<file path="config.mk">
export PLATFORM = sky130hd
export DESIGN_NAME = imm_ext_pipe
export DESIGN_NICKNAME = d
export VERILOG_FILES = /design/src/rtl/imm_ext_pipe.sv
export SDC_FILE = /design/constraint.sdc
export NUM_CORES = 1
export LEC_CHECK = 0
export CAP_MARGIN = 10
export CORE_MARGIN = 4
export CORE_UTILIZATION = 52
export DETAILED_ROUTE_END_ITERATION = 16
export PLACE_DENSITY = 0.77
export SYNTH_ARGS = -nofsm -noshare
export SYNTH_HDL_FRONTEND = slang
export SYNTH_SLANG_ARGS = --single-unit
</file>
<file path="constraint.sdc">
create_clock -name clk -period 1.6 [get_ports clk]
set_clock_uncertainty 0.2 [all_clocks]
set_input_delay 0.16 -clock clk [delete_from_list [all_inputs] [get_ports clk]]
set_output_delay 0.16 -clock clk [all_outputs]
set_load 0.02 [all_outputs]
</file>
<file path="src/rtl/imm_ext_pipe.sv">
// rtl/imm_ext_pipe.sv - immediate extension (sign/zero/upper/branch) through an elastic valid/ready pipeline
module imm_ext_pipe #(
  parameter int IN_W  = 16,
  parameter int OUT_W = 32,
  parameter int DEPTH = 2
) (
  input  logic             clk,
  input  logic             rst_n,
  input  logic             in_valid,
  output logic             in_ready,
  input  logic [IN_W-1:0]  in_data,
  input  logic [1:0]       in_mode,
  output logic             out_valid,
  input  logic             out_ready,
  output logic [OUT_W-1:0] out_data
);

  localparam int PAD_W = OUT_W - IN_W;

  logic [OUT_W-1:0] sext;
  logic [OUT_W-1:0] ext;

  assign sext = {{PAD_W{in_data[IN_W-1]}}, in_data};

  always_comb begin
    ext = sext;
    unique case (in_mode)
      2'b00: ext = sext;
      2'b01: ext = {{PAD_W{1'b0}}, in_data};
      2'b10: ext = {in_data, {PAD_W{1'b0}}};
      2'b11: ext = sext << 2;
    endcase
  end

  // Each stage owns its valid/data; load ripples back from the output so a
  // full pipe still accepts a new item in the same cycle the tail drains.
  genvar k;
  for (k = 0; k < DEPTH; k++) begin : g_stage
    logic             v;
    logic [OUT_W-1:0] d;
    logic             down_rdy;
    logic             ld;
    logic             src_v;
    logic [OUT_W-1:0] src_d;

    if (k == DEPTH - 1) begin : g_tail
      assign down_rdy = out_ready;
    end else begin : g_mid
      assign down_rdy = g_stage[k+1].ld;
    end

    if (k == 0) begin : g_head
      assign src_v = in_valid;
      assign src_d = ext;
    end else begin : g_body
      assign src_v = g_stage[k-1].v;
      assign src_d = g_stage[k-1].d;
    end

    assign ld = !v || down_rdy;

    // Data only moves with a valid item; a bubble leaves the old word in place.
    always_ff @(posedge clk or negedge rst_n) begin
      if (!rst_n) begin
        v <= 1'b0;
        d <= '0;
      end else if (ld) begin
        v <= src_v;
        if (src_v) begin
          d <= src_d;
        end
      end
    end
  end

  assign in_ready  = g_stage[0].ld;
  assign out_valid = g_stage[DEPTH-1].v;
  assign out_data  = g_stage[DEPTH-1].d;

endmodule

</file>
==> impl_metrics.json <==
{
  "drive_gt1_share_pct": 25.8,
  "power_switching_share_pct": 30.1,
  "antenna_cells": 0,
  "power.combinational.fraction_pct": 27.5,
  "fmax_ghz": 0.648,
  "firstDrtPassIters": 4,
  "yosys_warnings": 0,
  "fin_hold_ws_ps": 153,
  "grt_pass1_wl_mm": 10.4,
  "critPathKind": "reg2out",
  "cts_made_buffers": 9,
  "synth_top_area_cell": "dfrtp_1",
  "critPathLaunchType": "register",
  "tns_ps": 0,
  "power.switching_mw": 1.41,
  "drv_cap": 0,
  "die_h_um": 84.0,
  "fin_area_sq_um": 3790,
  "slew-limit-headroom_pct": 77.3,
  "tightest_slew_ps": 341,
  "final.fill_count": 438,
  "place_ws_ps": -165,
  "post-place-cells": 373,
  "synth.net_count": 273,
  "netlist.area_leader.share_pct": 54.9,
  "core_sq_um": 5570,
  "vias_per_cell": 5.40,
  "worst-path-max-fanout": 4,
  "die-width_um": 84.0,
  "cts_buffer_depth": 2,
  "area_growth_pct": 25.9,
  "synth_area_sq_um": 3010,
  "syn_area_per_cell_sq_um": 12.0,
  "path_clk_slew_ps": 70,
  "io_buffer_count": 55,
  "htreeDepth": 3,
  "setup_violations": 0,
  "async_flop_share_pct": 100,
  "powerDensity_nw_per_um2": 1240,
  "clkPwrFrac_pct": 25.9,
  "synth_most_common_cell": "a21oi_1",
  "drtAntennaViolNets": 0,
  "p_int_mw": 3.27,
  "num_vias": 2085,
  "grt_start_max_net_pins": 67,
  "leakage_nw": 1.62,
  "cts_setup_buffers": 0,
  "syn_inst": 251,
  "cts_tree": "built",
  "gr-usage-all-layers_pct": 18.6,
  "root_buffer": "clkbuf_8",
  "grt_pass1_vias": 2037,
  "p_total_mw": 4.68,
  "grt_overflow_total": 0,
  "layout.nets": 335,
  "cp.required_ps": 1240,
  "arrival_ps": 1180,
  "drt-initial-drc-count": 128,
  "timing.final.hold_violations": 0,
  "critPathCaptureType": "primary output",
  "period_share_pct": 96.5,
  "slew_violations": 0,
  "yosysSeqAreaShare_pct": 54.9,
  "wl_mm": 6.16,
  "synth_common_cells": "a21oi_1, dfrtp_1, mux2_2",
  "drc": 0,
  "status": "finished, final reports clean",
  "numClockSinks": 66,
  "dpl_cell_area_sq_um": 3650,
  "dp_hpwl_mm": 4.17,
  "multiInputGateArea_sq_um": 1190,
  "period_minus_slack_ps": 1540,
  "hp-class": "in2async",
  "setup_slack_ps": 56.2,
  "synth-main-ff-cell": "dfrtp_1",
  "rows": 27,
  "grt_setup_unrepaired": "no",
  "ys_top_cells_by_area": "dfrtp_1, mux2_2, a21oi_1, buf_6, nor2b_1",
  "max-vdd-ir-drop_mv": 0.623,
  "place.gp.congestion": 0.776,
  "wl_per_cell_um": 16.0,
  "fin_cells": 386,
  "ys_ff_latch": 66,
  "synth_cell_types": 18,
  "clock_latency_ps": 340,
  "fin_util_pct": 67.9,
  "die_area_sq_um": 7060,
  "seqCellArea_sq_um": 1650,
  "seqPwrFrac_pct": 46.6,
  "start_util_pct": 53.9,
  "antenna_found_initial": 0,
  "synth_edf_count": 0,
  "num_io_pins": 56
}
## cell usage in the layout (no fill, tap or decap)
cell,count
buf_4,12
nor3b_4,1
clkbuf_8,12
buf_2,1
inv_1,2
and2_1,1
dlygate4sd3_1,1
mux2_4,3
nor2b_1,16
o21ai_1,1
and2_2,1
dfrtp_1,66
nand2_1,1
buf_12,4
dlygate4sd2_1,33
nand3b_4,1
nand2b_1,3
clkdlybuf4s15_1,1
mux2_2,46
a21oi_1,87
clkdlybuf4s50_1,20
o2111ai_1,1
## worst max-delay path, cell delays in order (launching register included)
cell             delay, ps
dfrtp_1                420
nand3b_4               110
clkdlybuf4s15_1        310
## area by class of cell
type / instances / share of cell area, %
clock buffers: 12 / 4.36
inverters: 2 / 0.198
multi-input cells: 162 / 31.4
flip-flops and latches: 66 / 43.6
well taps: 72 / 2.38
repair buffers: 72 / 18.1
## registers in the layout, summed over array words and instances (netlist names)
register and count:
out_data 32, g_stage.d 32, out_valid 1, g_stage.v 1
## routing by layer
layer / global-route usage (%) / vias up / routed length, um
met5: 0 / - / 0
met4: 9.80 / 0 / 119
met3: 2.96 / 11 / 291
met2: 29.0 / 62 / 3030
met1: 25.1 / 1004 / 2720
li1: - / 1008 / -
## power groups by stage
stage | registers, mW | clock network, mW | logic, mW
floorplan | 2.46 | 0 | 0.532
global placement | 2.21 | 0 | 1.43
detailed placement | 2.22 | 0 | 1.45
CTS | 2.19 | 1.23 | 1.31
global route | 2.23 | 1.30 | 1.38
finish | 2.18 | 1.21 | 1.29
## cell families after synthesis
logic type / share of synthesized area (%)
muxes: 18.7
and+or+nand+nor: 5.83
buffers and inverters: 5.58
AOI/OAI and AO/OA: 14.9
DFF: 54.9
## what timing repair did
item | in CTS | in global routing
pin swaps | 0 | 0
hold buffers | 1 | 0
endpoints found under the hold margin | 66 | 0
endpoints found under the setup margin | 34 | 1
gates resized for setup | 34 | 1
## path summary, 6_finish.rpt
kind	from	to	slack, ps	cells past startpoint
setup / recovery	g_stage[0].v	in_ready	60	2
hold / removal	rst_n	out_valid	150	3
setup reg to reg	out_valid	out_data[28]	100	4
hold reg to reg	out_data[7]	out_data[7]	300	1
max in group asynchronous	rst_n	g_stage[0].d[25]	760	3
min in group clk	out_data[7]	out_data[7]	300	1
No activity file was read; power rests on OpenSTA's default activity.
==> variant: new RTL, same settings <==
Add an input register stage for `in_mode`; this delays it by one clock. The other inputs are not delayed to match.
--- a/src/rtl/imm_ext_pipe.sv
+++ b/src/rtl/imm_ext_pipe.sv
@@ -17,6 +17,12 @@
 
   localparam int PAD_W = OUT_W - IN_W;
 
+  logic [1:0] in_mode_q;
+
+  always_ff @(posedge clk) begin
+    in_mode_q <= in_mode;
+  end
+
   logic [OUT_W-1:0] sext;
   logic [OUT_W-1:0] ext;
 
@@ -24,7 +30,7 @@
 
   always_comb begin
     ext = sext;
-    unique case (in_mode)
+    unique case (in_mode_q)
       2'b00: ext = sext;
       2'b01: ext = {{PAD_W{1'b0}}, in_data};
       2'b10: ext = {in_data, {PAD_W{1'b0}}};
Formal check against the unedited RTL: not equivalent (Yosys sat finds a counterexample within 4 cycles, from zero or initial values and one cycle with rst_n low).
==> variant against the original RTL <==
  * Global-route usage is 1.5 points lower
  * Synthesized area down 1.8%
  * Setup slack got worse by 0.00073 ns
  * Total power rose by 2.4%
  * Final area down 0.33%
  * Largest power group unchanged
  * Routed wire length fell by 9.4%
  * Sequential cell count grew 2
  * Largest cell class unchanged
  * Die area down 1.6%
==> variant: results (changes against the original RTL) <==
Parameter                              Value

Outcome
  Outcome ... complete, no violations

Placement
  Setup WS pre-CTS ... -0.2190 ns (-0.05426 ns)
  RD Place Congestion ... 0.7649 (-1.4%)
  DPL Wire Length ... 3886 um (-6.8%)

Worst hold path
  Min-Delay Path Class ... input pin to flip-flop

Finish
  Antenna diode count ... 0 (unchanged)
  Area Overhead vs Synth ... 27.80%
  Net count of the finished layout ... 289 (-14%)

Logic synthesis
  Synth unique cells ... 21 (+3)
  Synth async-reset ratio ... 0.9706 (-0.02941)
  Register area share after synthesis ... 0.5729 (+0.02357)
  Post-synth net total ... 226 (-17%)
  Top area cells in the synthesized netlist ... sky130_fd_sc_hd__dfrtp_1, sky130_fd_sc_hd__mux2_2, sky130_fd_sc_hd__mux2i_1

Critical path
  Worst flop-to-flop path endpoint ... g_stage[0].d[20]
  Internal reg-to-reg setup slack ... 0.07 ns (-0.03 ns)
  Critical path peak fanout ... 3 (-1)
  Slowest stage cell on the critical path ... sky130_fd_sc_hd__dfrtp_2

Global routing
  Total routing resource utilization after global routing ... 0.1718 (-0.01468)
  Global-route wire length before repair ... 9390 um (-9.4%)
  Vias in the first global route ... 1837 (-9.8%)

Power
  IR drop worst, VDD ... 0.7843 mV (+26%)
  Net switching component of the power ... 1.368 mW (-2.8%)

Route
  Detailed-route vias per instance ... 5.209 (-3.6%)
  Detailed Route Iter0 Violations ... 55 (-57%)
  Routed wire length ... 5582 um (-9.4%)

Timing
  Worst slack on hold paths ... 0.06286 ns (-0.09029 ns)
  Actual transition at the worst max-transition pin ... 0.3415 ns (+0.0008534 ns)
-- variant: changes by cell type after synthesis, sizes merged, moves of 2 or more --
cell    change
a21oi      -87
mux2       +15
mux2i      +15
a22o       +14
nor2b      -14
o21ai      +14
clkbuf      -6
dfxtp       +2
nand3       +2
-- variant: area by class of cell --
cell class | instances | area (um^2)
inverters | 1 | 3.754
clock inverters | 2 | 35.03
well taps | 72 | 90.09
repair buffers | 67 | 664.4
fillers | 449 | 1733
clock buffers | 14 | 142.6
multi-input cells | 120 | 1144
flip-flops and latches | 68 | 1694
-- variant: power by group through the flow --
stage / registers [mW] / logic (mW) / clock network (mW)
after floorplan: 2.52 / 0.511 / 0
after global placement: 2.27 / 1.39 / 0
after CTS: 2.25 / 1.27 / 1.33
after global routing: 2.30 / 1.34 / 1.41
final: 2.24 / 1.25 / 1.30
after detailed placement: 2.29 / 1.42 / 0
-- variant: what timing repair did --
item,in CTS,in global routing
resized for setup,36,2
hold endpoints to repair,66,0
setup endpoints to repair,34,5
pin swaps,0,0
hold buffers,1,0
-- variant: kinds of logic (layout without fill, tap and decap cells) --
logic type / after synthesis / in the layout / synth area share
DFF: 68 / 68 / 0.5729
buffers and inverters: 16 / 84 / 0.03983
and+or+nand+nor: 11 / 11 / 0.02288
AOI/OAI and AO/OA: 30 / 30 / 0.06949
muxes: 79 / 79 / 0.2949
-- variant: worst max path at each step --
stage,from,to,cells after the start
2_1_floorplan,out_valid,g_stage[0].d[10],4
3_3_place_gp,out_ready,in_ready,3
3_5_place_dp,out_ready,g_stage[0].d[18],5
4_1_cts,out_valid,in_ready,2
5_1_grt,out_valid,in_ready,2
6_report,out_valid,in_ready,2
-- variant: through the flow --
| stage | instance area [um^2] | util | cells | total power [mW] | TNS (ns) |
|---|---|---|---|---|---|
| 4_1_cts | 3769 | 0.6844 | 344 | 4.850 | 0 |
| 6_report | 3774 | 0.6853 | 344 | 4.794 | 0 |
| 3_5_place_dp | 3621 | 0.6576 | 327 | 3.706 | -11.44 |
| 3_3_place_gp | 3621 | 0.6576 | 327 | 3.667 | -9.490 |
| 2_1_floorplan | 2965 | - | 204 | 3.030 | -2.234 |
| 5_1_grt | 3774 | 0.6853 | 344 | 5.047 | 0 |
-- variant: metal layers --
layer,GRT usage,vias up,share of wire
li1,-,865,-
met1,0.2474,877,0.49
met2,0.2485,43,0.46
met3,0.03571,7,0.036
met4,0.08024,0,0.016
met5,0,-,0
-- variant: worst reg2reg max path: cells and delay by family, from the launching register on --
family | cells | cell delay, ns
buffers and inverters | 1 | 0.17
flip-flops | 1 | 0.37
multiplexers | 1 | 0.35
AND/OR/NAND/NOR | 2 | 0.32
